===== src/rtl/riscv_pkg.sv =====
// Shared RISC-V core constants and the fetch-queue entry layout.
package riscv_pkg;

    localparam int          XLEN     = 32;
    localparam logic [31:0] INST_NOP = 32'h0000_0013;
    localparam logic [31:0] PC_STEP  = 32'd4;

    typedef struct packed {
        logic [XLEN-1:0] pc;
        logic [XLEN-1:0] inst;
    } fetch_entry_t;

endpackage


===== src/rtl/fetch_fifo.sv =====
// Synchronous circular FIFO; flush empties it in one cycle, a full FIFO accepts a push alongside a pop.
module fetch_fifo #(
    parameter int WIDTH = 64,
    parameter int DEPTH = 4
) (
    input  logic             clk,
    input  logic             rst,
    input  logic             push,
    input  logic             pop,
    input  logic             flush,
    input  logic [WIDTH-1:0] wr_data,
    output logic             full,
    output logic             empty,
    output logic [WIDTH-1:0] head
);

    localparam int PW = $clog2(DEPTH);

    logic [WIDTH-1:0] mem_q [DEPTH];
    logic [PW-1:0]    wr_ptr_q, wr_ptr_d;
    logic [PW-1:0]    rd_ptr_q, rd_ptr_d;
    logic [PW:0]      count_q, count_d;

    always_comb begin
        wr_ptr_d = wr_ptr_q;
        rd_ptr_d = rd_ptr_q;
        count_d  = count_q + (PW+1)'(push) - (PW+1)'(pop);
        if (push) wr_ptr_d = wr_ptr_q + PW'(1);
        if (pop)  rd_ptr_d = rd_ptr_q + PW'(1);
        if (flush) begin
            wr_ptr_d = '0;
            rd_ptr_d = '0;
            count_d  = '0;
        end
    end

    always_ff @(posedge clk) begin
        if (rst) begin
            wr_ptr_q <= '0;
            rd_ptr_q <= '0;
            count_q  <= '0;
        end else begin
            wr_ptr_q <= wr_ptr_d;
            rd_ptr_q <= rd_ptr_d;
            count_q  <= count_d;
        end
    end

    // Storage needs no reset: stale entries are never visible because count gates the head.
    always_ff @(posedge clk) begin
        if (push) mem_q[wr_ptr_q] <= wr_data;
    end

    assign full  = (count_q == (PW+1)'(DEPTH));
    assign empty = (count_q == '0);
    assign head  = mem_q[rd_ptr_q];

endmodule


===== src/rtl/inst_fetch_buffer.sv =====
// Instruction prefetch queue: sequential fetch from inst_mem, buffered hand-off to decode, redirect flush.
module inst_fetch_buffer
    import riscv_pkg::*;
#(
    parameter int          DEPTH    = 4,
    parameter logic [31:0] RESET_PC = 32'h0000_0000
) (
    input  logic        clk,
    input  logic        rst,
    output logic [31:0] mem_addr,
    input  logic [31:0] mem_inst,
    output logic        out_valid,
    output logic [31:0] out_inst,
    output logic [31:0] out_pc,
    input  logic        out_ready,
    input  logic        redirect_valid,
    input  logic [31:0] redirect_pc
);

    logic [31:0]  fetch_pc_q, fetch_pc_d;
    logic         push, pop, full, empty;
    fetch_entry_t head, wr_entry;

    // A redirect cancels any handshake in its cycle, so the head is never consumed then.
    assign pop  = ~empty & out_ready & ~redirect_valid;
    assign push = ~redirect_valid & (~full | pop);

    assign wr_entry.pc   = fetch_pc_q;
    assign wr_entry.inst = mem_inst;

    always_comb begin
        fetch_pc_d = fetch_pc_q;
        if (redirect_valid) begin
            fetch_pc_d = {redirect_pc[31:2], 2'b00};
        end else if (push) begin
            fetch_pc_d = fetch_pc_q + PC_STEP;
        end
    end

    always_ff @(posedge clk) begin
        if (rst) begin
            fetch_pc_q <= RESET_PC;
        end else begin
            fetch_pc_q <= fetch_pc_d;
        end
    end

    fetch_fifo #(
        .WIDTH($bits(fetch_entry_t)),
        .DEPTH(DEPTH)
    ) u_fifo (
        .clk    (clk),
        .rst    (rst),
        .push   (push),
        .pop    (pop),
        .flush  (redirect_valid),
        .wr_data(wr_entry),
        .full   (full),
        .empty  (empty),
        .head   (head)
    );

    assign mem_addr  = fetch_pc_q;
    assign out_valid = ~empty;
    assign out_inst  = out_valid ? head.inst : '0;
    assign out_pc    = out_valid ? head.pc   : '0;

endmodule


===== config.mk =====
export PLATFORM = sky130hd
export DESIGN_NAME = inst_fetch_buffer
export DESIGN_NICKNAME = d
export VERILOG_FILES = /design/src/rtl/riscv_pkg.sv /design/src/rtl/fetch_fifo.sv /design/src/rtl/inst_fetch_buffer.sv
export SDC_FILE = /design/constraint.sdc
export NUM_CORES = 1
export LEC_CHECK = 0
export ABC_AREA = 1
export BUFFER_PORTS_ARGS = -buffer_cell sky130_fd_sc_hd__buf_2
export CELL_PAD_IN_SITES_DETAIL_PLACEMENT = 0
export CELL_PAD_IN_SITES_GLOBAL_PLACEMENT = 1
export CORE_MARGIN = 2
export CORE_UTILIZATION = 51
export CTS_BUF_LIST = sky130_fd_sc_hd__clkbuf_4 sky130_fd_sc_hd__clkbuf_8
export CTS_CLUSTER_SIZE = 12
export DETAILED_ROUTE_END_ITERATION = 6
export GPL_TIMING_DRIVEN = 0
export PLACE_DENSITY_LB_ADDON = 0.15
export SYNTH_ARGS = -nofsm -noshare
export SYNTH_HDL_FRONTEND = slang
export SYNTH_SLANG_ARGS = --single-unit

===== constraint.sdc =====
create_clock -name clk -period 10.5 [get_ports clk]
set_clock_uncertainty 0.05 [all_clocks]
set_input_delay 1.575 -clock clk [delete_from_list [all_inputs] [get_ports clk]]
set_output_delay 1.575 -clock clk [all_outputs]
set_load 0.05 [all_outputs]

==> impl_metrics.ini <==
[placement]
pre_cts_slack_ns = 6.77
portBuffers = 156
place_congestion = 0.829
hpwl_mm = 20.1
place_area_mm2 = 0.0138

[synth]
yosysMostFrequentCell = nor2_1
yosys.area.top_type = edfxtp_1
synthFlopType = edfxtp_1
synth.avg_cell_area_um2 = 10.5
synth_cell_types = 38
synth_edf_count = 248
synth_seq_cells = 287
postSynthCellCount = 1179
ys_warn_count = 0
async_flop_share = 0
ys_top_cells_by_count = nor2_1, edfxtp_1, o21ai_0, nand2_1, a21oi_1
yosys-top-cells-area = edfxtp_1, nor2_1, dfxtp_1
synth-seq-area-share = 0.664
syn_area_mm2 = 0.0124
synth_top_cell_area_share = 0.601

[sta]
hold_slack_ns = 0.423
hold_violations = 0
relSlewSlack = 0.544
tightest_slew_ns = 0.682
drv_slew = 0
layout_min_cycle_time_ns = 4.26
finalCritPeriodShare = 0.406
rsz0062_at_grt = false
fmax_mhz = 235
setup_viol = 0
timing.setup.tns_ns = 0
fin_ws_ns = 6.24

[critical_path]
worstSetupEndpointType = output port
critical_path_required_ns = 8.88
arrival_ns = 2.63
cp_max_fo = 10
rr_endpoint = u_fifo.count_q[2]
path_class = reg2out
ff2ff_setup_slack_ns = 7.86
critPathLaunchType = flop
r2r_cells = 9
r2r-start = u_fifo.count_q[2]
critPathCapture = out_inst[20]

[detailed_routing]
post_drt_wl_per_cell_um = 17.3
ant_nets = 0
post_drt_via_cell_ratio = 5.16
vias = 9020
drc = 0
routed_wl_mm = 30.3
dr.pass1.iters = 5
drt_first_iter_violations = 588

[layout]
nets = 1470
num_antenna_cells = 0
regArea_mm2 = 0.00823
area_growth_pct = 18.3
layout-drive-gt1-share = 0.226
multiInputGateArea_mm2 = 0.00365
nFillCells = 2103
design_area_mm2 = 0.0147

[clocking]
cts.sinks = 287
ctsHtreeMaxLevel = 2
numCtsBuffers = 46
ctsResizeCount = 0
post_cts_buffers = 0
clockRootBuffer = clkbuf_8
clk_latency_ns = 0.55
hold_buffers = 0
cts_buffer_depth = 3
path_clk_slew_ns = 0.06
tritoncts = built

[die]
coreArea_mm2 = 0.0241
dieArea_mm2 = 0.0256
dieWidth_um = 160
num_rows = 57
io_pins = 165
die_y_um = 160
start_util = 0.514

[global_route]
grt_pass1_vias = 8906
antenna_found_initial = 0
grt_max_degree = 28
track_usage = 0.237
gr-total-overflow = 0
grt_pass1_wl_mm = 46.9

[outcome]
status = finished clean

[worst_hold_path]
hold_path.class = reg2reg

[power]
p_leak_nw = 5.60
powerDensity_mw_per_mm2 = 174
ir_drop_mv = 0.0810

[flow_run]
drv_cap = 0
-- cell usage in the layout, fill, tap and decap left out, types with 2 or more instances in the layout --
master,synthesis,final
o21bai_1,2,2
conb_1,1,4
clkbuf_8,0,51
clkinv_2,0,6
inv_1,57,57
buf_12,0,8
nor2_1,294,290
nand2_4,2,2
nand2_2,10,10
o21ai_1,2,2
clkinv_1,0,6
nand2_1,121,121
and2_1,2,2
buf_4,5,5
clkbuf_4,0,15
xor2_1,3,3
ha_1,7,7
edfxtp_1,248,248
nand3_1,37,37
buf_2,20,176
xnor2_1,2,2
nor2_2,7,7
inv_2,4,4
a31oi_1,2,2
nor2_4,8,12
a21oi_2,10,10
buf_1,3,3
or2_2,5,5
clkbuf_1,31,31
nor3_1,2,2
buf_6,5,5
a21oi_1,86,86
o211ai_1,5,5
o21ai_0,151,151
dfxtp_1,39,39
-- registers in the layout (all words and copies together) (netlist names), named ones only --
signal / flops
u_fifo.count_q: 3
u_fifo.mem_q: 248
mem_addr: 30
u_fifo.wr_ptr_q: 2
u_fifo.rd_ptr_q: 2
-- worst min path at each step --
stage	slack, ns	from	cells after the start	to
global placement	0.41	u_fifo.rd_ptr_q[0]	1	u_fifo.rd_ptr_q[0]
CTS	0.42	u_fifo.rd_ptr_q[0]	1	u_fifo.rd_ptr_q[0]
finish	0.42	u_fifo.rd_ptr_q[0]	1	flop
floorplan	0.39	u_fifo.rd_ptr_q[1]	2	flop
global route	0.46	u_fifo.rd_ptr_q[1]	2	flop
detailed placement	0.42	u_fifo.rd_ptr_q[0]	1	u_fifo.rd_ptr_q[0]
-- worst max-delay path, stage by stage (launching register included) --
cell      delay (ns)
dfxtp_1         0.29
buf_2           0.17
inv_2           0.13
buf_2           0.25
clkbuf_1        0.51
o21ai_0         0.22
a21oi_1         0.22
buf_2           0.30
-- layer usage --
metal / up-vias / track usage / wire [µm]
met5: - / 0 / 0
met4: 0 / 0.0753 / 646
met3: 52 / 0.0369 / 1650
met2: 251 / 0.418 / 15200
met1: 4256 / 0.303 / 12800
li1: 4461 / - / -
-- power by group --
group / internal (mW) / total (mW) / switching, mW
combinational: 0.0778 / 0.318 / 0.240
clock: 0.496 / 0.908 / 0.412
sequential: 1.29 / 1.32 / 0.0354
total: 1.86 / 2.55 / 0.688
-- cell type report --
class / count / share of cell area
plain buffers: 64 / 0.0219
repair buffers: 164 / 0.0642
flip-flops and latches: 287 / 0.561
inverters: 62 / 0.0161
clock inverters: 13 / 0.00410
clock buffers: 66 / 0.0556
well taps: 324 / 0.0277
multi-input cells: 769 / 0.249
-- cells by family (layout without fill, tap and decap cells) --
family,after synthesis,count (layout),synth area share
xor+xnor,5,5,0.00353
flops,287,287,0.664
buf+inv,126,369,0.0449
simple gates,491,491,0.167
compound gates,261,261,0.112
other cells,1,4,0.000303
fa+ha+maj,8,8,0.00868
-- through the flow --
step                      cells   util  power (mW)
after global routing       1749  0.608        2.65
after CTS                  1749  0.608        2.57
after floorplan            1182      -        1.56
final                      1749  0.608        2.55
after global placement     1662  0.564        1.66
after detailed placement   1670  0.572        1.67
No activity file was read; power rests on OpenSTA's default activity.
